`src/rtl/vga_anim_pkg.sv`:
```
// ----------------------------------------------------------------------------
// vga_anim_pkg
// Shared constants for the scroll animator: number of parallax layers, the
// default offset width and the fixed per-layer scroll-rate table (num/den,
// in pixels per animated frame).
// No ports; imported by the animator, its rate accumulators and its interface.
// ----------------------------------------------------------------------------
package vga_anim_pkg;

    localparam int N_LAYERS      = 5;
    localparam int OFF_W_DEFAULT = 10;

    // Layer 0 is the fastest (foreground) layer, layer 4 the slowest.
    localparam int NUM_X [N_LAYERS] = '{16, 7, 4, 2, 1};
    localparam int DEN_X [N_LAYERS] = '{ 1, 1, 1, 1, 2};
    localparam int NUM_Y [N_LAYERS] = '{ 2, 3, 1, 1, 1};
    localparam int DEN_Y [N_LAYERS] = '{ 1, 2, 2, 4, 6};

    // Width of a 0..den-1 phase counter; one bit minimum so den=1 still
    // gets a legal (constant-zero) register.
    function automatic int phase_width(input int den);
        return (den > 1) ? $clog2(den) : 1;
    endfunction

endpackage

```
`src/rtl/vga_rate_accum.sv`:
```
// ----------------------------------------------------------------------------
// vga_rate_accum
// One scroll axis moving at NUM/DEN pixels per animated frame. A phase
// counter runs 0..DEN-1 on each advance; on the advance where it wraps,
// the offset moves by NUM (added, or subtracted when sub=1), modulo 2^W.
// Ports:
//   clk, rst_n : pixel clock, synchronous active-low reset
//   advance    : one-cycle frame advance strobe
//   sub        : subtract instead of add on this update
//   offset     : W-bit scroll offset
// ----------------------------------------------------------------------------
module vga_rate_accum
    import vga_anim_pkg::*;
#(
    parameter int NUM = 1,
    parameter int DEN = 1,
    parameter int W   = OFF_W_DEFAULT
) (
    input  logic         clk,
    input  logic         rst_n,
    input  logic         advance,
    input  logic         sub,
    output logic [W-1:0] offset
);

    localparam int              PH_W    = phase_width(DEN);
    localparam logic [PH_W-1:0] PH_LAST = PH_W'(DEN - 1);
    localparam logic [W-1:0]    STEP    = W'(NUM);

    logic [PH_W-1:0] phase;
    logic            wrap;

    // With DEN=1 the phase register is stuck at 0, so every advance wraps.
    assign wrap = (phase == PH_LAST);

    always_ff @(posedge clk) begin
        if (!rst_n) begin
            phase  <= '0;
            offset <= '0;
        end else if (advance) begin
            phase <= wrap ? '0 : phase + 1'b1;
            if (wrap) begin
                offset <= sub ? offset - STEP : offset + STEP;
            end
        end
    end

endmodule

```
`src/rtl/vga_scroll_animator.sv`:
```
// ----------------------------------------------------------------------------
// vga_scroll_animator
// Advances a parallax scroll animation once per vsync rising edge. Ten
// vga_rate_accum instances (X and Y for 5 layers) hold the per-layer offsets.
// pause freezes the animation; a step pulse while paused is remembered and
// releases exactly one frame at the next vsync rise.
// Ports:
//   clk, rst_n       : pixel clock, synchronous active-low reset
//   vsync_in         : vertical sync, active high, clk-synchronous
//   pause            : level, freeze animation
//   step             : pulse, request one frame while paused
//   reverse          : level, scroll backwards (only with the option below)
//   frame_tick       : one-cycle pulse, cycle after an advancing vsync rise
//   frame_count      : advanced frames, modulo 2^OFF_W
//   off_x0..off_x4,
//   off_y0..off_y4   : per-layer scroll offsets
// Build option: define VGA_ANIM_REVERSE_EN to let reverse=1 subtract. Without
// it, reverse is accepted but has no effect.
// ----------------------------------------------------------------------------
module vga_scroll_animator
    import vga_anim_pkg::*;
#(
    parameter int OFF_W = OFF_W_DEFAULT
) (
    input  logic             clk,
    input  logic             rst_n,
    input  logic             vsync_in,
    input  logic             pause,
    input  logic             step,
    input  logic             reverse,
    output logic             frame_tick,
    output logic [OFF_W-1:0] frame_count,
    output logic [OFF_W-1:0] off_x0,
    output logic [OFF_W-1:0] off_x1,
    output logic [OFF_W-1:0] off_x2,
    output logic [OFF_W-1:0] off_x3,
    output logic [OFF_W-1:0] off_x4,
    output logic [OFF_W-1:0] off_y0,
    output logic [OFF_W-1:0] off_y1,
    output logic [OFF_W-1:0] off_y2,
    output logic [OFF_W-1:0] off_y3,
    output logic [OFF_W-1:0] off_y4
);

`ifdef VGA_ANIM_REVERSE_EN
    localparam logic REV_EN = 1'b1;
`else
    localparam logic REV_EN = 1'b0;
`endif

    logic             vs_q;
    logic             step_pending;
    logic             rise;
    logic             advance;
    logic             sub;
    logic [OFF_W-1:0] off_x [N_LAYERS];
    logic [OFF_W-1:0] off_y [N_LAYERS];

    // NOTE: every always_comb output gets a default first, so no path can
    // leave it unassigned and infer a latch.
    always_comb begin
        rise    = 1'b0;
        advance = 1'b0;
        sub     = 1'b0;
        rise    = vsync_in & ~vs_q;
        advance = rise & (~pause | step_pending | step);
        sub     = reverse & REV_EN;
    end

    // vs_q keeps tracking vsync_in through reset, so a vsync that is already
    // high when reset releases is not mistaken for a new edge.
    always_ff @(posedge clk) begin
        vs_q <= vsync_in;
    end

    // NOTE: sequential state uses non-blocking assignments only, so every
    // register samples the pre-edge values regardless of statement order.
    always_ff @(posedge clk) begin
        if (!rst_n) begin
            frame_tick   <= 1'b0;
            frame_count  <= '0;
            step_pending <= 1'b0;
        end else begin
            frame_tick <= advance;
            if (advance) begin
                frame_count  <= frame_count + 1'b1;
                step_pending <= 1'b0;   // a step seen with this rise is consumed here
            end else if (step) begin
                step_pending <= 1'b1;
            end
        end
    end

    for (genvar i = 0; i < N_LAYERS; i++) begin : g_layer
        vga_rate_accum #(
            .NUM (NUM_X[i]),
            .DEN (DEN_X[i]),
            .W   (OFF_W)
        ) u_x (
            .clk     (clk),
            .rst_n   (rst_n),
            .advance (advance),
            .sub     (sub),
            .offset  (off_x[i])
        );

        vga_rate_accum #(
            .NUM (NUM_Y[i]),
            .DEN (DEN_Y[i]),
            .W   (OFF_W)
        ) u_y (
            .clk     (clk),
            .rst_n   (rst_n),
            .advance (advance),
            .sub     (sub),
            .offset  (off_y[i])
        );
    end

    assign off_x0 = off_x[0];
    assign off_x1 = off_x[1];
    assign off_x2 = off_x[2];
    assign off_x3 = off_x[3];
    assign off_x4 = off_x[4];
    assign off_y0 = off_y[0];
    assign off_y1 = off_y[1];
    assign off_y2 = off_y[2];
    assign off_y3 = off_y[3];
    assign off_y4 = off_y[4];

endmodule

```
`config.mk`:
```
export PLATFORM = sky130hd
export DESIGN_NAME = vga_scroll_animator
export DESIGN_NICKNAME = d
export VERILOG_FILES = /design/src/rtl/vga_anim_pkg.sv /design/src/rtl/vga_rate_accum.sv /design/src/rtl/vga_scroll_animator.sv
export SDC_FILE = /design/constraint.sdc
export NUM_CORES = 1
export LEC_CHECK = 0
export CAP_MARGIN = 0
export CORE_MARGIN = 3
export CORE_UTILIZATION = 45
export DETAILED_ROUTE_END_ITERATION = 8
export GPL_TIMING_DRIVEN = 0
export PLACE_DENSITY = 0.76
export SLEW_MARGIN = 40
export SYNTH_ARGS = -nofsm -noshare
export SYNTH_HDL_FRONTEND = slang
export SYNTH_SLANG_ARGS = --single-unit
```
`constraint.sdc`:
```
create_clock -name clk -period 1.85 [get_ports clk]
set_clock_uncertainty 0.1 [all_clocks]
set_input_delay 0.185 -clock clk [delete_from_list [all_inputs] [get_ports clk]]
set_output_delay 0.185 -clock clk [all_outputs]
set_load 0.02 [all_outputs]
```
== Yosys cells after proc, flatten, opt, wreduce, memory -nomap -nowiden ==
Cells that the tools add are included.

* Bits in registers: 126
* Input bits: 6
* Output and inout bits: 111
* Logic and storage cells: 80

* Add/subtract/negate cells: 21
* Equality and inequality tests: 2
* Mux-type cells: 10
* Bitwise gates (word level): 12
* Reductions and logical operators: 11

{| class="wikitable"
|+ Operator list
! cell !! number
|-
| 10-bit by 1-bit adder with 10-bit output (second input constant) || 5
|-
| 10-bit by 2-bit adder with 10-bit output (second input constant) || 3
|-
| 10-bit by 3-bit adder with 10-bit output (second input constant) || 2
|-
| 2-bit AND reduction || 10
|-
| 10-bit by 5-bit adder with 10-bit output (second input constant) || 1
|-
| 1-bit adder (second input constant) || 8
|-
| 1-bit 2-to-1 mux || 8
|-
| 1-bit NOT || 8
|-
| 3-bit by 1-bit adder with 3-bit output (second input constant) || 1
|-
| 3-bit equality test (second input constant) || 1
|-
| 3-bit 2-to-1 mux || 1
|-
| 2-bit by 1-bit adder with 2-bit output (second input constant) || 1
|-
| 1-bit AND || 2
|-
| 2-bit equality test (second input constant) || 1
|-
| 2-bit 2-to-1 mux || 1
|-
| 1-bit bitwise OR || 2
|-
| 2-bit OR reduction || 1
|}

== Depth between registers and ports, before layout ==
* Depth after elaboration: 5
* Depth in mapped cells: 7

== By module ==
From an unflattened synthesis, not the netlist that was laid out.

* Cells, all modules: 978
* Area total of the unflattened synthesis: 8,500.7 um2

{| class="wikitable"
|+ Modules (own cells, without submodules)
! module !! times used !! cells an instance !! area each (um2) !! seq. area each (um2)
|-
| vga_rate_accum at g_layer[2].u_y ... || 2 || 103 || 880.8 || 220.2
|-
| vga_rate_accum at g_layer[0].u_y ... || 2 || 80 || 721.9 || 180.2
|-
| vga_rate_accum at g_layer[4].u_y || 1 || 110 || 985.9 || 260.2
|-
| vga_rate_accum at g_layer[3].u_y || 1 || 108 || 934.6 || 240.2
|-
| vga_rate_accum at g_layer[1].u_y || 1 || 106 || 869.6 || 220.2
|-
| vga_rate_accum at g_layer[1].u_x || 1 || 97 || 778.2 || 200.2
|-
| vga_rate_accum at g_layer[2].u_x || 1 || 76 || 649.4 || 160.2
|-
| vga_scroll_animator || 1 || 60 || 615.6 || 260.2
|-
| vga_rate_accum at g_layer[0].u_x || 1 || 55 || 461.7 || 120.1
|}

== Worst setup path before layout ==
Ideal clock, no wire load.

* Path kind: register -> register
* Start point: register g_layer[4].u_y.offset[0]
* End point: register g_layer[4].u_y.offset[8]
* Setup time: 0.070 ns
* Arrival time: 1.647 ns
* Path slack: 0.033 ns
* Cell stages (with the launch flop): 6
* Buffers on the path: 0
* Path through: dfxtp_1 ha_1 nand3_1 or4_4 or3_1 a21oi_1

* Cells in the longest elaborated chain, start to end: 1

{| class="wikitable"
|+ RTL lines
! item !! RTL line !! source
|-
| from (decl) || vga_rate_accum.sv:23 || <nowiki>output logic [W-1:0] offset</nowiki>
|-
| from (signal assigned) || vga_rate_accum.sv:43 || <nowiki>offset <= sub ? offset - STEP : offset + STEP;</nowiki>
|-
| 10-bit by 1-bit adder with 10-bit output || vga_rate_accum.sv:43 ||
|}

No other way between the ends.
A chain may end at the register's enable or synchronous reset.

== Worst setup path in the final report ==
* Start point: register step_pending
* End point: register g_layer[1].u_x.offset[2]

* Cells in the longest elaborated chain, start to end: 4

{| class="wikitable"
|+ RTL lines
! item !! RTL line !! source
|-
| from (decl) || vga_scroll_animator.sv:52 || <nowiki>logic step_pending;</nowiki>
|-
| from (signal assigned) || vga_scroll_animator.sv:82 || <nowiki>step_pending <= 1'b0;</nowiki>
|-
| from (signal assigned) || vga_scroll_animator.sv:87 || <nowiki>step_pending <= 1'b0;</nowiki>
|-
| from (signal assigned) || vga_scroll_animator.sv:89 || <nowiki>step_pending <= 1'b1;</nowiki>
|-
| 1-bit bitwise OR (2 in series) || vga_scroll_animator.sv:66 || <nowiki>advance = rise & (~pause | step_pending | step);</nowiki>
|-
| 1-bit AND || vga_scroll_animator.sv:66 ||
|-
| 2-bit AND reduction (no line) || -- ||
|-
| to (signal assigned) || vga_rate_accum.sv:43 ||
|-
| to (decl) || vga_rate_accum.sv:23 ||
|}

No other way between the ends.

==> impl_metrics.toml <==
[clock_network]
clk_path_buf_depth = 2
cts_num_sinks = 113
clkTransAtPathRegs_ns = 0.06
cts_root_buf = "clkbuf_16"
cts_tree = "yes"
clock_latency_ns = 0.41
htreeDepth = 4
numCtsBuffers = 17
hold_buffers = 0

[sta]
maxSlewViolCount = 0
clock.fmax_mhz = 549.4
setup-violations-final = 0
relSlewSlack = 0.6203
tightest_slew_ns = 0.5695
hold_viol_final = 0
holdWs_ns = 0.1381
finalCritPeriodShare = 0.9839
tns_ns = 0
period_minus_slack_ns = 1.820

[min_path]
hold_path.class = "primary input to flop"

[status]
status = "finished clean"

[placement]
place_congestion = 0.8604
place.port_buffers = 107
hpwlAfterDp_mm = 10.02
dpl_cell_area_mm2 = 0.006352

[synthesis]
yosysTopAreaCell = "dfxtp_1"
synth_cell_type_count = 38
synth_seq_cells = 113
netlist_top_cells_area = "dfxtp_1 45%, xnor2_1 8.3%, nor2_1 6.0%"
synth_warnings = 0
syn_avg_cell_area_um2 = 8.639
syn-cell-area_mm2 = 0.005080
yosysSeqAreaShare = 0.4453
synth_edf_count = 0
netlist_instances = 588
async_flop_share = 0
synth_top_flop_cell = "dfxtp_1"
yosysTopAreaCellShare = 0.4453

[setup_path]
crit_chain = "or3b_4 -> buf_4 -> buf_4 -> nand3_1 -> xor2_1 -> nor2_1"
worstSetupEndpointType = "flop"
critPathTopFamily = "simple AND/OR/NAND/NOR gates"
start_kind = "flop"
cp.arrival_ns = 2.00
crit_fanout = 10
crit_required_ns = 2.03
cpPeakStageDelay_ns = 0.45
crit_path_frequent_cell = "buf_4"
crit_type = "flop to flop"
crit_buf_inv = 2
cp_slowest_cell = "or3b_4"

[global_routing]
grt_pass1_vias = 4865
grt_first_pass_wirelength_mm = 23.99
antenna_found_initial = 0
grt_max_degree = 17
grt_usage = 0.2367
grt_overflow = 0

[final_layout]
diodes = 0
layout.nets = 746
area_growth_pct = 41.01
finalInstanceArea_mm2 = 0.007163
nFillCells = 888
drive_gt1_frac = 0.1066

[die]
fp-row-count = 38
dieArea_mm2 = 0.01260
core_area_mm2 = 0.01094
io-pin-count = 117
die_w_um = 112.2
initial_core_util = 0.4645
die_h_um = 112.2

[route]
num_vias = 4866
drt_first_pass_iters = 5
viasPerCell = 5.523
antenna_left = 0
wl_per_cell_um = 16.91
drc = 0
wirelength_mm = 14.90
drt_iter0_markers = 390

[flow_run]
cap_viol_max_count = 0

[power_and_ir_drop]
design_power_total_mw = 6.570
max-vdd-ir-drop_mv = 0.5752
cellLeakagePower_nw = 2.601
powerDensity_mw_per_mm2 = 917.3
state kept, by name, summed over array words and instances, names as in the netlist:
signal              flops
frame_count            10
frame_tick              1
g_layer.u_x.offset     43
g_layer.u_x.phase       1
g_layer.u_y.offset     49
g_layer.u_y.phase       7
step_pending            1
vs_q                    1
stage by stage:
stage          utilization  setup WS, ns  cells
5_1_grt             0.6550     -0.002369    881
3_5_place_dp        0.5809       -0.5454    842
6_report            0.6550       0.02976    881
4_1_cts             0.6423       -0.1463    874
3_3_place_gp        0.5809       -0.5090    842
2_1_floorplan            -       0.03295    595
cells in the mapped netlist (2+ instances only):
library cell and n:
dfxtp_1 113, nor2_1 81, nand2_1 57, xnor2_1 48, nand3_1 32, a21oi_1 27, nand4_1 22, xor2_1 19
nor4_1 18, o21ai_0 18, or3_1 17, clkbuf_1 16, nor3_1 16, ha_1 12, mux2i_1 11, buf_2 10
buf_4 8, inv_1 8, nand2b_1 8, and4_1 6, and2_1 5, and3_1 5, nand4b_1 5, nor4b_1 5
nand3b_1 3, a211oi_1 2, and3b_1 2, or3b_2 2, or4_1 2, or4_4 2
cell families after synthesis:
group	synth area share
buf+inv	0.03941
flops	0.4453
fa+ha+maj	0.02956
simple gates	0.2958
xor+xnor	0.1155
compound gates	0.05197
other cells	0.0007382
mux	0.02168
routing by layer:
metal  part of all wire  global-route usage  wire length, µm
met3              0.074             0.06361             1102
met1               0.42              0.2894             6229
met2               0.49              0.3989             7333
met4              0.016             0.09054              233
met5                  0                   0                0
repair_timing:
action / CTS / global route
resized for setup: 4 / 36
buffers inserted: 1 / 7
pin swaps: 1 / 6
setup endpoints to repair: 52 / 79
path summary, 6_finish.rpt:
path / cells after the start / slack (ns) / endpoint / start
worst max-delay path: 6 / 0.03 / g_layer[1].u_x.offset[2]$_SDFFE_PN0P_ / step_pending$_SDFFE_PP0P_
worst max register to register: 6 / 0.03 / g_layer[1].u_x.offset[2]$_SDFFE_PN0P_ / step_pending$_SDFFE_PP0P_
worst min register to register: 2 / 0.37 / g_layer[1].u_x.offset[9]$_SDFFE_PN0P_ / g_layer[1].u_x.offset[9]$_SDFFE_PN0P_
worst min-delay path: 1 / 0.14 / vs_q$_DFF_P_ / vsync_in
final cells by class:
cell class                 count  area [µm²]  share of cell area
buffer                        33       193.9             0.02707
tap                          140       175.2             0.02445
multi-input combinational    440        2689              0.3754
sequential                   113        2272              0.3172
clock buffer                  22       484.2             0.06760
timing repair buffer         115        1140              0.1591
clock inverter                10       178.9             0.02498
inverter                       8       30.03            0.004192
layout by cell type (no fill, tap or decap), types with 6 or more instances in the layout:
| master | instances |
|---|---|
| dfxtp_1 | 109 |
| clkdlybuf4s50_1 | 102 |
| nor2_1 | 81 |
| nand2_1 | 57 |
| xnor2_1 | 48 |
| nand3_1 | 32 |
| a21oi_1 | 26 |
| nand4_1 | 22 |
| xor2_1 | 19 |
| o21ai_0 | 18 |
| buf_4 | 18 |
| clkbuf_16 | 17 |
| nor3_1 | 16 |
| or3_1 | 16 |
| nor4_1 | 15 |
| clkbuf_1 | 12 |
| mux2i_1 | 11 |
| ha_1 | 11 |
| inv_1 | 8 |
| nand2b_1 | 8 |
| conb_1 | 8 |
| and4_1 | 6 |
worst reg2reg max path: cells and delay by family (launching register included):
family                 cells  cell delay, ns
AND/OR/NAND/NOR            3            0.65
flip-flops                 1            0.34
XOR/XNOR                   1            0.17
buffers and inverters      2            0.42
power breakdown:
group          switching, mW  leakage, nW  internal (mW)
combinational          0.248         1.36          0.147
clock                   1.13        0.330           2.52
sequential            0.0506        0.915           2.47
No activity file was read; power rests on OpenSTA's default activity.
